--- config.mk ---
export PLATFORM = sky130hd
export DESIGN_NAME = signext_arbiter
export DESIGN_NICKNAME = d
export VERILOG_FILES = /design/src/rtl/signext_arbiter_pkg.sv /design/src/rtl/signext_rr_pick.sv /design/src/rtl/signext_arbiter.sv
export SDC_FILE = /design/constraint.sdc
export NUM_CORES = 1
export LEC_CHECK = 0
export ABC_AREA = 1
export BUFFER_PORTS_ARGS = -buffer_cell sky130_fd_sc_hd__buf_2
export CELL_PAD_IN_SITES_DETAIL_PLACEMENT = 0
export CELL_PAD_IN_SITES_GLOBAL_PLACEMENT = 2
export CORE_MARGIN = 1.5
export CORE_UTILIZATION = 21
export CTS_CLUSTER_DIAMETER = 30
export DETAILED_ROUTE_END_ITERATION = 6
export PLACE_DENSITY_LB_ADDON = 0.1
export SLEW_MARGIN = 5
export SYNTH_ARGS = -nofsm -noshare
export SYNTH_HDL_FRONTEND = slang
export SYNTH_SLANG_ARGS = --single-unit
--- constraint.sdc ---
create_clock -name clk_i -period 1.3 [get_ports clk_i]
set_input_delay 0.065 -clock clk_i [delete_from_list [all_inputs] [get_ports clk_i]]
set_output_delay 0.065 -clock clk_i [all_outputs]
set_load 0.005 [all_outputs]
--- src/rtl/signext_arbiter_pkg.sv ---
// Shared types and constants for the sign-expander arbiter.
// Owner encoding is local to this block; SEop codes stay opaque.
package signext_arbiter_pkg;

    localparam int OP_W    = 3;
    localparam int FIELD_W = 26;
    localparam int RES_W   = 32;

    localparam int              MEM_STREAK_DEF = 4;
    // Unsigned-byte SEop: a harmless op for an idle expander.
    localparam logic [OP_W-1:0] IDLE_OP_DEF    = 3'b001;

    typedef enum logic {
        OWNER_ID  = 1'b0,
        OWNER_MEM = 1'b1
    } owner_e;

    typedef struct packed {
        logic                valid;
        owner_e              owner;
        logic [OP_W-1:0]     op;
        logic [FIELD_W-1:0]  field;
    } stage_t;

    // A requester may be accepted only if its result slot will be empty
    // and it does not already own the op currently in the stage register.
    function automatic logic slot_free(input logic   rvalid,
                                       input logic   rready,
                                       input stage_t stage,
                                       input owner_e who);
        return (!rvalid || rready) && !(stage.valid && stage.owner == who);
    endfunction

endpackage

--- src/rtl/signext_rr_pick.sv ---
// Grant selection between decode and memory requesters, with a bounded
// memory-stage streak so a pending decode request cannot starve.
module signext_rr_pick
    import signext_arbiter_pkg::*;
#(
    parameter int MEM_STREAK = MEM_STREAK_DEF
) (
    input  logic clk_i,
    input  logic rst_i,
    input  logic id_elig_i,
    input  logic mem_elig_i,
    input  logic id_req_i,
    output logic id_grant_o,
    output logic mem_grant_o
);

    localparam int             SW         = $clog2(MEM_STREAK + 1);
    localparam logic [SW-1:0]  STREAK_MAX = SW'(MEM_STREAK);

    logic [SW-1:0] streak_q;
    logic [SW-1:0] streak_d;

    always_comb begin
        id_grant_o  = 1'b0;
        mem_grant_o = 1'b0;
        if (id_elig_i && mem_elig_i) begin
            if (streak_q == STREAK_MAX) id_grant_o  = 1'b1;
            else                        mem_grant_o = 1'b1;
        end else if (id_elig_i) begin
            id_grant_o = 1'b1;
        end else if (mem_elig_i) begin
            mem_grant_o = 1'b1;
        end
    end

    // Holds across no-grant cycles so blocked cycles do not reset fairness.
    always_comb begin
        streak_d = streak_q;
        if (id_grant_o || !id_req_i) begin
            streak_d = '0;
        end else if (mem_grant_o && streak_q != STREAK_MAX) begin
            streak_d = streak_q + SW'(1);
        end
    end

    always_ff @(posedge clk_i) begin
        if (rst_i) streak_q <= '0;
        else       streak_q <= streak_d;
    end

endmodule

--- src/rtl/signext_arbiter.sv ---
// Shares one combinational sign expander between decode and memory stages:
// arbitrate, register the winner, expand next cycle, buffer per requester.
module signext_arbiter
    import signext_arbiter_pkg::*;
#(
    parameter int              MEM_STREAK = MEM_STREAK_DEF,
    parameter logic [OP_W-1:0] IDLE_OP    = IDLE_OP_DEF
) (
    input  logic               clk_i,
    input  logic               rst_i,
    input  logic               id_req_i,
    input  logic [OP_W-1:0]    id_op_i,
    input  logic [FIELD_W-1:0] id_field_i,
    output logic               id_ack_o,
    output logic               id_rvalid_o,
    output logic [RES_W-1:0]   id_result_o,
    input  logic               id_rready_i,
    input  logic               mem_req_i,
    input  logic [OP_W-1:0]    mem_op_i,
    input  logic [FIELD_W-1:0] mem_field_i,
    output logic               mem_ack_o,
    output logic               mem_rvalid_o,
    output logic [RES_W-1:0]   mem_result_o,
    input  logic               mem_rready_i,
    output logic [7:0]         se_imm8_o,
    output logic [15:0]        se_imm16_o,
    output logic [FIELD_W-1:0] se_imm26_o,
    output logic [OP_W-1:0]    se_op_o,
    input  logic [RES_W-1:0]   se_out32_i
);

    localparam stage_t STAGE_RST = '{valid: 1'b0, owner: OWNER_ID, op: IDLE_OP, field: '0};

    stage_t             stage_q, stage_d;
    logic               id_rvalid_q, id_rvalid_d;
    logic [RES_W-1:0]   id_result_q, id_result_d;
    logic               mem_rvalid_q, mem_rvalid_d;
    logic [RES_W-1:0]   mem_result_q, mem_result_d;
    logic               id_elig, mem_elig;
    logic [FIELD_W-1:0] se_field;

    assign id_elig  = !rst_i && id_req_i
                      && slot_free(id_rvalid_q, id_rready_i, stage_q, OWNER_ID);
    assign mem_elig = !rst_i && mem_req_i
                      && slot_free(mem_rvalid_q, mem_rready_i, stage_q, OWNER_MEM);

    signext_rr_pick #(.MEM_STREAK(MEM_STREAK)) u_pick (
        .clk_i       (clk_i),
        .rst_i       (rst_i),
        .id_elig_i   (id_elig),
        .mem_elig_i  (mem_elig),
        .id_req_i    (id_req_i),
        .id_grant_o  (id_ack_o),
        .mem_grant_o (mem_ack_o)
    );

    always_comb begin
        stage_d       = stage_q;
        stage_d.valid = 1'b0;
        if (id_ack_o) begin
            stage_d = '{valid: 1'b1, owner: OWNER_ID, op: id_op_i, field: id_field_i};
        end else if (mem_ack_o) begin
            stage_d = '{valid: 1'b1, owner: OWNER_MEM, op: mem_op_i, field: mem_field_i};
        end
    end

    // An empty stage drives a quiet expander rather than the stale op.
    assign se_op_o    = stage_q.valid ? stage_q.op : IDLE_OP;
    assign se_field   = stage_q.valid ? stage_q.field : '0;
    assign se_imm8_o  = se_field[7:0];
    assign se_imm16_o = se_field[15:0];
    assign se_imm26_o = se_field;

    // A same-edge write wins over a drain, keeping rvalid high.
    always_comb begin
        id_rvalid_d  = id_rvalid_q && !id_rready_i;
        id_result_d  = id_result_q;
        mem_rvalid_d = mem_rvalid_q && !mem_rready_i;
        mem_result_d = mem_result_q;
        if (stage_q.valid && stage_q.owner == OWNER_ID) begin
            id_rvalid_d = 1'b1;
            id_result_d = se_out32_i;
        end
        if (stage_q.valid && stage_q.owner == OWNER_MEM) begin
            mem_rvalid_d = 1'b1;
            mem_result_d = se_out32_i;
        end
    end

    always_ff @(posedge clk_i) begin
        if (rst_i) begin
            stage_q      <= STAGE_RST;
            id_rvalid_q  <= 1'b0;
            id_result_q  <= '0;
            mem_rvalid_q <= 1'b0;
            mem_result_q <= '0;
        end else begin
            stage_q      <= stage_d;
            id_rvalid_q  <= id_rvalid_d;
            id_result_q  <= id_result_d;
            mem_rvalid_q <= mem_rvalid_d;
            mem_result_q <= mem_result_d;
        end
    end

    assign id_rvalid_o  = id_rvalid_q;
    assign id_result_o  = id_result_q;
    assign mem_rvalid_o = mem_rvalid_q;
    assign mem_result_o = mem_result_q;

endmodule
# Word-level counts from Yosys, hierarchy flattened
# Index checks and enable logic that the tools add are counted.
# totals
register_bits,100
output_inout_bits,121
# op_classes
n_addsub,1
n_eq_ne,2
muxes,13
bitwise_logic,1
n_reduce_logical,26
# ops
op,count
$mux 31,2
$mux 26,1
$logic_and 1x1->1,12
$mux 1,9
$logic_not 1->1,8
$reduce_or 2->1,2
$add 3x1->3 const B,1
$eq 3x3->1 const B,1
$logic_or 1x1->1,3
$mux 3,1
$ne 3x3->1 const B,1
$reduce_bool 2->1,1
$not 1->1,1

# Longest topological paths before layout
# Gate-level depths: netlist of run 1.
# depth
ltp_word,9
ltp_mapped,10

# Cells and area by module
# From an unflattened synthesis of run 1, not the netlist that was laid out.
# hier_totals
cells_unflattened,754
area_unflattened_um2,4689.5
# by_module_without_submodules
module,instances,cells_per_inst,area_per_inst_um2,seq_area_each_um2
signext_arbiter,1,722,4485.6,1941.9
signext_rr_pick,1,32,203.9,60.1

# Least setup slack after synthesis of run 1
# Ideal clock, no wire load.
# synth_path
kind,reg-to-reg
start,register u_pick.streak_q[0]
end,register stage_q[17] (netlist name)
setup_time_ns,0.057
arrival_ns,1.340
required_time_ns,1.243
path_slack_ns,-0.097
stages_incl_launch_ff,11
n_path_buf,1
period_less_slack_ns,1.397
path_cell_list,dfxtp_1 inv_1 ha_1 nand2_1 inv_2 nand4_4 buf_2 nand3_1 nand3_1 nand2_1 inv_1
# synth_between
elab_chain_cells,4
word_cells_on_any_way,7
# synth_rtl
element,line_no,text
from (decl),signext_rr_pick.sv:20,logic [SW-1:0] streak_q;
from (signal assigned),signext_rr_pick.sv:48,else streak_q <= streak_d;
$eq 3x3->1 (*),signext_rr_pick.sv:27,if (streak_q == STREAK_MAX) id_grant_o = 1'b1;
$mux 1,signext_rr_pick.sv:27,
$mux 1,signext_rr_pick.sv:26,if (id_elig_i && mem_elig_i) begin
$mux 31 or $reduce_bool 2->1 (tied branches),-,
to (signal assigned),signext_arbiter.sv:98,stage_q <= stage_d;
to (decl),signext_arbiter.sv:34,"stage_t stage_q, stage_d;"
# Every way passes the cells marked *; elsewhere a longest branch is shown, timed or not.
# A chain may end at the register's enable or synchronous reset.

# Worst setup path in the final report of run 1
# layout_path
start,register u_pick.streak_q[1]
end,register stage_q[22] (netlist name)
# Same word-level chain as after synthesis.

==> implementation parameters, run 1 <==
Parameter                              Value

Run status
  Run status ... finished, violations left
  Failing checks ... DRC, setup timing

GRT
  Maximum number of pins on one net before global-route repair ... 49
  Wire length of the first global-routing pass ... 25.2 mm
  Number of global-route vias before repair ... 4778
  Overflow left after global routing ... 0
  Initial antenna violation count ... 2
  Overall Global Routing Usage ... 14.7%

Critical path
  Largest stage delay on the critical path ... 0.34 ns
  Kind of capture point of the worst setup path ... flop
  Highest fanout seen on the critical path ... 8
  Arrival time of data at the critical path endpoint ... 1.68 ns
  Worst path bufs/invs ... 4
  Crit path top cell by count ... nand3_2
  Top delay family on crit path ... buffers and inverters
  Kind of start point of the critical path ... flop
  WS Path Type ... reg -> reg
  Data required time at the worst endpoint ... 1.55 ns
  Cell type of the slowest stage on the worst timing path ... dfxtp_2
  Total stage count of the critical path ... 10
  Cell breakdown of the critical path ... inv_2 > ha_4 > nand2_4 > nand4_4 > buf_8 > clkbuf_16 > nand3_2 > nand3_2 > nand2_1 > inv_1
  Path depth of the worst reg2reg path ... 10

Synth
  Main flop type after synthesis ... dfxtp_1
  Most instantiated cells after synthesis ... nor2_1, nand3_1, dfxtp_1, nand2_1, inv_1
  Cell type with the highest aggregate area in the netlist ... dfxtp_1
  Netlist area before placement ... 4460 µm²
  Proportion of register bits with asynchronous set or reset after synthesis ... 0%
  Distinct cell type count of the synthesized netlist ... 24
  Synth Register Bits ... 100
  Largest cells by area after synthesis ... dfxtp_1, nand3_1, nor2_1
  Yosys top cell area share ... 44.9%
  Mapped Nets ... 735
  Synthesis Warnings ... 0
  Seq/Total Area, Yosys ... 44.9%
  Post-synthesis area per instance ... 7.00 µm²
  Most common cell in the synthesized netlist ... nor2_1
  Number of instances in the synthesized netlist ... 637
  EDFF count, synth ... 0

Pwr
  Max VDD drop ... 0.000611 V
  Switching pwr ... 0.00233 W
  Leakage dissipation ... 3.89 nW
  Int Power ... 0.00590 W
  Areal power density over the cells ... 1130 nW/µm²
  Switch share ... 28.3%
  Overall power consumption ... 0.00823 W
  Combinational fraction of design power ... 22.4%
  Reg power frac ... 41.9%
  Power share of the clock group ... 35.7%

Timing
  Final critical-path setup slack ... -0.136 ns
  Max Freq ... 0.697 GHz
  Count of pins over their slew limit ... 0
  Worst clock skew on the final layout ... 0.00770 ns
  Final critical-path share of the clock period ... 110%
  Hold Fails Final Rpt ... 0
  Least-Margin Pin Slew ... 0.474 ns
  Setup repair after global routing missed its margin ... yes
  Post-layout min period ... 1.44 ns
  Worst slew margin relative to its limit ... 68.4%
  Final setup viols ... 92

Min path
  Hold Path Class ... in -> reg
  Hold Path Stages ... 3

Drt
  Number of vias in the routed layout ... 4987
  Initial DRC count ... 207
  Total wire length ... 17.2 mm
  Number of optimization iterations in the first detailed-route pass ... 7
  Post-detailed-route wirelength per cell ... 14.8 µm
  Via density per instance ... 4.28
  Post-route DRC ... 3
  Number of nets with antenna violations after detailed routing ... 0

Finish
  Number of nets in the layout ... 983
  Core occupancy in the finished layout ... 34.8%
  Share of final-layout standard cells stronger than drive strength 1 ... 40.4%
  Area growth syn-to-layout ... 63.6%
  Fillers ... 2311
  Total area of sequential cells ... 2010 µm²
  Area used by multi-input combinational logic ... 2160 µm²

Flow run
  Max capacitance violation total ... 0

Floorplanning
  X dimension of the die ... 149 µm
  Top-level I/O count ... 217
  Vert. Die Dim ... 149 µm
  Starting density of the core ... 21.3%
  Overall die area ... 22100 µm²
  Placeable core region ... 21000 µm²
  Row count ... 53

Clock tree
  Sink Count ... 100
  TritonCTS Buffers ... 9
  Root Buffer ... clkbuf_16
  Clock insertion delay at the later pin of the skew report ... 0.35 ns
  Clk buf depth ... 2
  # H-tree levels ... 3
  CTS tree ... yes
  Clock-pin slew reported for the worst setup and hold paths after clock tree synthesis ... 0.08 ns

Placed design
  Placer's final routability congestion estimate ... 0.735
  Port Buf Inserts ... 216
  Post-detailed-placement half-perimeter wirelength ... 11.4 mm
  Placement-stage worst setup slack ... -0.0575 ns
==> layout by cell type, fill, tap and decap left out, types with 2 or more instances in the layout <==
| master | instances |
|---|---|
| dlygate4sd3_1 | 34 |
| buf_4 | 25 |
| nand4_4 | 2 |
| dfxtp_1 | 96 |
| clkinvlp_4 | 3 |
| clkbuf_16 | 15 |
| buf_8 | 2 |
| nor2_4 | 16 |
| inv_2 | 8 |
| a21oi_1 | 3 |
| buf_2 | 214 |
| nand3_2 | 27 |
| dfxtp_2 | 2 |
| o21ai_0 | 64 |
| bufinv_16 | 2 |
| nand2_2 | 3 |
| buf_12 | 13 |
| dfxtp_4 | 2 |
| nor2_1 | 116 |
| nand3_4 | 2 |
| inv_1 | 60 |
| nor2_2 | 2 |
| buf_6 | 7 |
| nand2_1 | 65 |
| nand3_1 | 88 |
| nand2_4 | 5 |
==> kinds of logic (layout without fill, tap and decap cells) <==
family | count (synthesis) | after routing | synth area share [%]
and+or+nand+nor | 329 | 329 | 32.2
buffers and inverters | 137 | 389 | 14.5
DFF | 100 | 100 | 44.9
AOI/OAI and AO/OA | 69 | 69 | 7.86
adders and majority gates | 2 | 2 | 0.561
other | 0 | 1 | 0
==> registers in the layout (all words and copies together), names as in the netlist <==
| signal | count |
|---|---|
| stage_q | 31 |
| id_rvalid_o | 1 |
| mem_rvalid_o | 1 |
| u_pick.streak_q | 3 |
| id_result_o | 32 |
| mem_result_o | 32 |
==> power groups by stage <==
stage,Clock (W),Sequential [W],Combinational [W]
floorplan,0,0.00349,0.000717
global route,0.00318,0.00348,0.00204
finish,0.00294,0.00345,0.00184
CTS,0.00305,0.00342,0.00158
global placement,0,0.00348,0.00139
detailed placement,0,0.00348,0.00139
==> final cells by class <==
| cell class | count | area share [%] |
|---|---|---|
| Timing Repair Buffer | 303 | 29.9 |
| Tap cell | 275 | 4.72 |
| Clock inverter | 6 | 1.22 |
| Clock buffer | 9 | 3.09 |
| Inverter | 71 | 3.81 |
| Sequential cell | 100 | 27.6 |
| Multi-Input combinational cell | 400 | 29.7 |
| Antenna cell | 1 | 0.0343 |
==> per-stage QoR <==
step / std cells / cell area (µm²) / TNS (ns) / hold WS [ns]
after global routing: 1164 / 7290 / -13.88 / 0.0262
after floorplan: 637 / 4510 / 0 / 0.134
after CTS: 1152 / 6780 / -6.93 / 0.00254
final: 1165 / 7290 / -4.97 / 0.0161
after global placement: 1092 / 5880 / -1.16 / 0.289
after detailed placement: 1092 / 5880 / -2.35 / 0.291
==> worst paths after layout <==
kind                              startpoint                            end  slack (ns)
max reg2reg  u_pick.streak_q[1]$_SDFFE_PP0P_       stage_q[22]$_SDFFE_PP0P_       -0.14
min reg2reg      id_result_o[8]$_SDFFE_PP0P_    id_result_o[8]$_SDFFE_PP0P_        0.48
max          u_pick.streak_q[1]$_SDFFE_PP0P_       stage_q[22]$_SDFFE_PP0P_       -0.14
min                           se_out32_i[14]  mem_result_o[14]$_SDFFE_PP0P_        0.02
==> worst register-to-register path, stage by stage, from the launching register on <==
cell	delay, ns
dfxtp_2	0.34
inv_2	0.05
ha_4	0.16
nand2_4	0.08
nand4_4	0.13
buf_8	0.18
clkbuf_16	0.17
nand3_2	0.08
nand3_2	0.05
nand2_1	0.06
inv_1	0.04
==> routing by layer <==
metal / track usage [%] / vias to the layer above / wire length [µm]
li1: - / 2489 / -
met4: 5.20 / 2 / 230
met3: 4.42 / 17 / 1270
met1: 18.2 / 2309 / 7670
met2: 24.2 / 170 / 8030
met5: 0 / - / 17
==> timing repair <==
action	4_1_cts	5_1_grt
buffers inserted	9	5
hold buffers	34	0
pin swaps	7	29
resized for setup	32	75
hold endpoints to repair	55	0
endpoints found under the setup margin	151	152
cloned	2	7
No activity file was read; power rests on OpenSTA's default activity.
==> run 2, diff against run 1 <==
Settings changed: CORE_UTILIZATION 21 to 22, CTS_BUF_LIST set to sky130_fd_sc_hd__clkbuf_8.
==> run 2 against run 1 <==
  * The run ends with setup timing left
  * Hold slack worse by 0.010 ns
  * Combinational power increased by 9%
  * Cell area up 12%
  * Clock power shrank 30%
  * Critical path depth is 3 lower
  * Maximum frequency fell by 5.4%
  * First-iteration DRC count fell by 26%
  * Total power decreased by 8.8%
  * Clock skew grew 0.0014 ns
  * Via count increased by 2.4%
  * Non-clock buffer count increased by 40
  * Wire length grew 2.7%
  * Critical endpoint is now mem_ack_o
  * Highest routed layer is now met4
==> implementation parameters, run 2 (synthesis gave the netlist of run 1 again) <==
Parameter                              Value

Pwr
  Overall power consumption ... 0.00751 W (-8.8%)
  Max VDD drop ... 0.000559 V (-8.5%)
  Areal power density over the cells ... 922 nW/µm² (-18%)
  Leakage dissipation ... 4.32 nW (+11%)

Finish
  Antenna cell count ... 0 (-1)
  Most common cell after layout, fill and taps aside ... buf_2
  Number of nets in the layout ... 1023 (+4.1%)
  Area growth syn-to-layout ... 82.5%
  Share of final-layout standard cells stronger than drive strength 1 ... 45.8% (+5.4 points)
  Core occupancy in the finished layout ... 41.4% (+6.6 points)
  Cell area after layout ... 8140 µm² (+12%)
  Most used cells in the layout excluding fill and tap cells ... buf_2, nor2_1, dfxtp_1

Drt
  Initial DRC count ... 153 (-26%)
  Detailed route wirelength on metal2 ... 8.93 mm (+11%)
  Met3 Routed Length ... 995 µm (-22%)
  Number of nets with antenna violations after detailed routing ... 0 (unchanged)
  Post-detailed-route wirelength per cell ... 14.8 µm (+0.28%)
  Routed metal-1 wirelength ... 7.51 mm (-2.1%)
  Total wire length ... 17.7 mm (+2.7%)
  Post-route DRC ... 0 (-3)
  Highest routing layer actually used ... met4
  Via density per instance ... 4.28 (about the same)
  Number of vias in the routed layout ... 5105 (+2.4%)
  Number of optimization iterations in the first detailed-route pass ... 4 (-3)

Floorplanning
  Starting density of the core ... 22.7% (+1.4 points)
  X dimension of the die ... 145 µm (-2.3%)
  Top-level I/O count ... 217 (unchanged)
  Placeable core region ... 19700 µm² (-6.2%)
  Vert. Die Dim ... 145 µm (-2.3%)
  Overall die area ... 21100 µm² (-4.5%)
  Row count ... 51 (-3.8%)

Timing
  Max Freq ... 0.659 GHz (-5.4%)
  Final critical-path share of the clock period ... 117% (+6.3 points)
  Final setup viols ... 85 (-7.6%)
  Setup repair after global routing missed its margin ... yes
  Worst clock skew on the final layout ... 0.00908 ns (+0.00139 ns)
  Count of pins over their slew limit ... 0 (unchanged)
  Hold Fails Final Rpt ... 0 (unchanged)
  Least-Margin Pin Slew ... 0.465 ns (-0.00935 ns)
  Final critical-path setup slack ... -0.218 ns (-0.0823 ns)
  Worst slew margin relative to its limit ... 69.0% (+0.62 points)
  Post-layout min period ... 1.52 ns (+0.0823 ns)

Placed design
  Placement-stage cell area ... 5850 µm² (-0.38%)
  Port Buf Inserts ... 216 (unchanged)
  Post-detailed-placement half-perimeter wirelength ... 10.9 mm (-4.6%)
  Placer's final routability congestion estimate ... 0.700 (-4.7%)

Run status
  Run status ... finished, violations left
  Failing checks ... setup timing

GRT
  Overall Global Routing Usage ... 15.6% (+0.88 points)
  Initial antenna violation count ... 0 (-2)
  Overflow left after global routing ... 0 (unchanged)
  Maximum number of pins on one net before global-route repair ... 46 (-6.1%)
  Number of global-route vias before repair ... 5045 (+5.6%)
  Wire length of the first global-routing pass ... 26.0 mm (+3.2%)

Critical path
  Highest fanout seen on the critical path ... 3 (-5)
  Data required time at the worst endpoint ... 1.24 ns (-0.31 ns)
  Kind of start point of the critical path ... flop
  Arrival time of data at the critical path endpoint ... 1.45 ns (-0.23 ns)
  Kind of capture point of the worst setup path ... primary output
  WS Path Type ... reg -> out
  Path depth of the worst reg2reg path ... 11 (+1)

Clock tree
  Root Buffer ... clkbuf_8
  Clock-pin slew reported for the worst setup and hold paths after clock tree synthesis ... 0.10 ns (+0.02 ns)
  Clk buf depth ... 2 (unchanged)
  CTS tree ... yes
  Sink Count ... 100 (unchanged)
  Clock insertion delay at the later pin of the skew report ... 0.38 ns (+0.03 ns)
  TritonCTS Buffers ... 9 (unchanged)
  # H-tree levels ... 3 (unchanged)

Flow run
  Max capacitance violation total ... 0 (unchanged)

Min path
  Hold Path Stages ... 5 (+2)
  Hold Path Class ... in -> reg
run 2: critical path: stages, from the launching register on:
cell,delay [ns]
dfxtp_2,0.35
inv_2,0.04
ha_4,0.15
nand2_4,0.09
inv_4,0.04
buf_6,0.11
a21oi_4,0.15
buf_2,0.15
run 2: worst paths after layout:
check                                  start                            to  slack, ns
min                          mem_field_i[22]      stage_q[22]$_SDFFE_PP0P_      0.006
max reg2reg  u_pick.streak_q[0]$_SDFFE_PP0P_      stage_q[17]$_SDFFE_PP0P_      -0.22
min reg2reg     id_result_o[22]$_SDFFE_PP0P_  id_result_o[22]$_SDFFE_PP0P_       0.48
max          u_pick.streak_q[1]$_SDFFE_PP0P_                     mem_ack_o      -0.22
run 2: per-stage QoR:
step                TNS [ns]  setup slack, ns  instances  hold slack [ns]
floorplan                  0         0.000767        637            0.134
global placement       -4.75           -0.124       1079            0.285
detailed placement     -6.75           -0.173       1079            0.285
CTS                   -11.25           -0.236       1182         0.000152
global route          -17.55           -0.303       1193          0.00391
finish                -10.07           -0.218       1193          0.00600
run 2: area by class of cell:
cell class | instances | area, µm²
clock buffers | 10 | 138
clock inverters | 4 | 51.3
fillers | 2050 | 11500
inverters | 71 | 304
multi-input cells | 400 | 2440
flip-flops and latches | 100 | 2010
well taps | 265 | 332
repair buffers | 343 | 2870
run 2: power by group:
| group | leakage, nW | total, W | switching, W | internal (W) |
|---|---|---|---|---|
| Combinational | 3.40 | 0.00200 | 0.000973 | 0.00103 |
| Sequential | 0.822 | 0.00345 | 0.000155 | 0.00330 |
| Clock | 0.0942 | 0.00205 | 0.00113 | 0.000923 |
run 2: repair_timing:
item	in CTS	in global routing
endpoints found under the hold margin	91	0
gates resized for setup	85	154
buffers inserted	11	7
endpoints found under the setup margin	128	128
pin swaps	15	21
hold buffers	73	0
gates cloned	5	7
run 2: per-layer routing:
metal,global-route usage (%),vias to the layer above
met5,0,-
met4,5.31,0
met3,4.01,13
met2,27.5,148
met1,18.3,2380
li1,-,2564
==> run 3, diff against run 2 <==
Settings changed: GPL_TIMING_DRIVEN set to 0.
==> run 3 against run 2 <==
  * The flow finishes with violations (hold timing, setup timing)
  * Combinational power is 14% lower
  * Sequential power hardly changed
  * Wire length is 3.7% lower
  * Critical path depth is 1 lower
  * Cell area is 8.8% lower
  * Register-to-register slack better by 0.06 ns
  * Non-clock buffer count is 34 higher
  * Highest routed layer is now met5
  * Sequential share of layout area is 2.4 points higher
  * Die area stayed put
  * Sequential cell count stayed put
  * Worst setup slack better by 0.030 ns
==> implementation parameters, run 3 (synthesis gave the netlist of run 1 again) <==
Parameter                              Value

Critical path
  Data required time at the worst endpoint ... 1.24 ns (about the same)
  WS Path Type ... reg -> out
  Worst reg2reg path endpoint ... stage_q[25]$_SDFFE_PP0P_
  Highest fanout seen on the critical path ... 5 (+2)
  Kind of capture point of the worst setup path ... primary output
  Path depth of the worst reg2reg path ... 10 (-1)
  CP endpoint ... mem_ack_o
  R2R setup slack ... -0.16 ns (+0.06 ns)
  Origin of the worst setup path ... stage_q[30]$_SDFF_PP0_
  Arrival time of data at the critical path endpoint ... 1.42 ns (-0.03 ns)
  Launch instance of the worst register-to-register path ... u_pick.streak_q[0]$_SDFFE_PP0P_
  Kind of start point of the critical path ... flop

Finish
  Share of final-layout standard cells stronger than drive strength 1 ... 36.6% (-9.2 points)
  Area growth syn-to-layout ... 66.4%
  Number of nets in the layout ... 1057 (+3.3%)
  Most used cells in the layout excluding fill and tap cells ... buf_2, nor2_1, nand3_1
  Core occupancy in the finished layout ... 37.8% (-3.6 points)
  Cell area after layout ... 7420 µm² (-8.8%)
  Most common cell after layout, fill and taps aside ... buf_2
  Antenna cell count ... 0 (unchanged)
  Fillers ... 2164 (+5.6%)
  Final Instance Count excl. Fillers ... 1229 (+3.0%)

Clock tree
  Clock-pin slew reported for the worst setup and hold paths after clock tree synthesis ... 0.11 ns (about the same)
  Sink Count ... 100 (unchanged)
  Root Buffer ... clkbuf_8
  TritonCTS Buffers ... 9 (unchanged)
  Clk buf depth ... 2 (unchanged)
  Cts-stage hold buffer count ... 78 (+6.8%)
  # H-tree levels ... 3 (unchanged)
  Clock insertion delay at the later pin of the skew report ... 0.38 ns (about the same)
  CTS tree ... yes

Timing
  Hold Fails Final Rpt ... 2 (+2)
  Worst-case hold slack ... -0.108 ns (-0.114 ns)
  Final critical-path setup slack ... -0.188 ns (+0.0301 ns)
  Max Freq ... 0.672 GHz (+2.0%)
  Worst clock skew on the final layout ... 0.0148 ns (+0.00571 ns)
  Least-Margin Pin Slew ... 0.577 ns (+0.112 ns)
  Final setup viols ... 81 (-4.7%)
  Post-layout min period ... 1.49 ns (-0.0301 ns)
  Setup repair after global routing missed its margin ... yes
  Count of pins over their slew limit ... 0 (unchanged)
  Worst slew margin relative to its limit ... 61.5% (-7.5 points)
  Final critical-path share of the clock period ... 114% (-2.3 points)

Placed design
  Post-detailed-placement half-perimeter wirelength ... 11.9 mm (+9.4%)
  Placer's final routability congestion estimate ... 0.719 (+2.7%)
  Placement-stage worst setup slack ... -0.311 ns (-0.138 ns)
  Placement-stage cell area ... 5920 µm² (+1.2%)
  Placed Instances ... 1118 (+3.6%)
  Port Buf Inserts ... 216 (unchanged)

Run status
  Failing checks ... hold timing, setup timing
  Run status ... finished, violations left

GRT
  Wire length of the first global-routing pass ... 27.3 mm (+4.7%)
  Initial antenna violation count ... 1 (+1)
  Overall Global Routing Usage ... 16.1% (+0.46 points)
  Overflow left after global routing ... 0 (unchanged)
  Maximum number of pins on one net before global-route repair ... 17 (-63%)
  Number of global-route vias before repair ... 5233 (+3.7%)

Drt
  Total wire length ... 17.0 mm (-3.7%)
  Number of nets with antenna violations after detailed routing ... 0 (unchanged)
  Via density per instance ... 4.21 (-1.6%)
  Initial DRC count ... 218 (+42%)
  Post-detailed-route wirelength per cell ... 13.9 µm (-6.5%)
  Post-route DRC ... 0 (unchanged)
  Number of vias in the routed layout ... 5173 (+1.3%)
  Number of optimization iterations in the first detailed-route pass ... 6 (+2)

Floorplanning
  Top-level I/O count ... 217 (unchanged)
  X dimension of the die ... 145 µm (unchanged)
  Row count ... 51 (unchanged)
  Vert. Die Dim ... 145 µm (unchanged)
  Starting density of the core ... 22.7% (unchanged)
  Placeable core region ... 19700 µm² (unchanged)
  Overall die area ... 21100 µm² (unchanged)

Pwr
  Max VDD drop ... 0.000407 V (-27%)
  Leakage dissipation ... 4.01 nW (-7.2%)
  Areal power density over the cells ... 954 nW/µm² (+3.5%)
  Overall power consumption ... 0.00708 W (-5.7%)

Min path
  Hold Path Class ... in -> reg

Flow run
  Max capacitance violation total ... 0 (unchanged)
## run 3: changes by cell type in the layout (fill, tap and decap cells not counted), sizes merged
cell | before | now
clkinvlp | 1 | 0
clkbuf | 17 | 27
clkinv | 3 | 5
inv | 70 | 72
dlygate4sd3 | 73 | 78
bufinv | 1 | 0
bufbuf | 2 | 0
buf | 261 | 282
## run 3: worst max-delay path: stages, from the launching register on
cell	delay (ns)
dfxtp_4	0.43
nand2_4	0.07
nand2_4	0.08
nor2_4	0.04
buf_6	0.13
a21oi_4	0.14
buf_2	0.14
## run 3: through the flow
| step | setup TNS [ns] | hold slack [ns] |
|---|---|---|
| 5_1_grt | -17.53 | -0.111 |
| 3_5_place_dp | -18.45 | 0.287 |
| 6_report | -9.26 | -0.108 |
| 2_1_floorplan | 0 | 0.134 |
| 3_3_place_gp | -16.14 | 0.286 |
| 4_1_cts | -10.69 | -0.137 |
## run 3: worst min path at each step
stage | slack (ns) | start | end | cells past startpoint
after floorplan | 0.13 | rst_i | mem_rvalid_o$_SDFF_PP0_ | 1
after global placement | 0.29 | rst_i | mem_rvalid_o$_SDFF_PP0_ | 2
after detailed placement | 0.29 | rst_i | id_rvalid_o$_SDFF_PP0_ | 2
after CTS | -0.14 | rst_i | mem_rvalid_o$_SDFF_PP0_ | 2
after global routing | -0.11 | rst_i | mem_rvalid_o$_SDFF_PP0_ | 2
final | -0.11 | rst_i | mem_rvalid_o$_SDFF_PP0_ | 2
## run 3: layout make-up
class                      instances  area [µm²]  area share [%]
timing repair buffer             311        2120            28.5
sequential                       100        2010            27.1
multi-input combinational        400        1960            26.4
buffer                            66         537            7.23
tap                              265         332            4.47
inverter                          71         289            3.89
clock buffer                      10         138            1.85
clock inverter                     6        40.0           0.539
## run 3: repair_timing
action	4_1_cts	5_1_grt
hold endpoints to repair	93	2
resized for setup	40	88
gates cloned	1	1
buffers inserted	13	2
pin swaps	6	11
endpoints found under the setup margin	135	148
## run 3: routing by layer
layer | vias to the layer above | global-route usage (%) | routed length (µm)
met1 | 2358 | 19.5 | 7540
met4 | 2 | 5.66 | 238
li1 | 2633 | - | -
met5 | - | 0 | 13
met3 | 16 | 4.01 | 1080
met2 | 164 | 27.5 | 8150
## run 3: power by group
part           switching (W)  leakage (nW)  internal (W)  total (W)
Clock                0.00118        0.0978      0.000751    0.00193
Combinational       0.000855          3.09      0.000865    0.00172
Sequential          0.000135         0.822       0.00330    0.00343
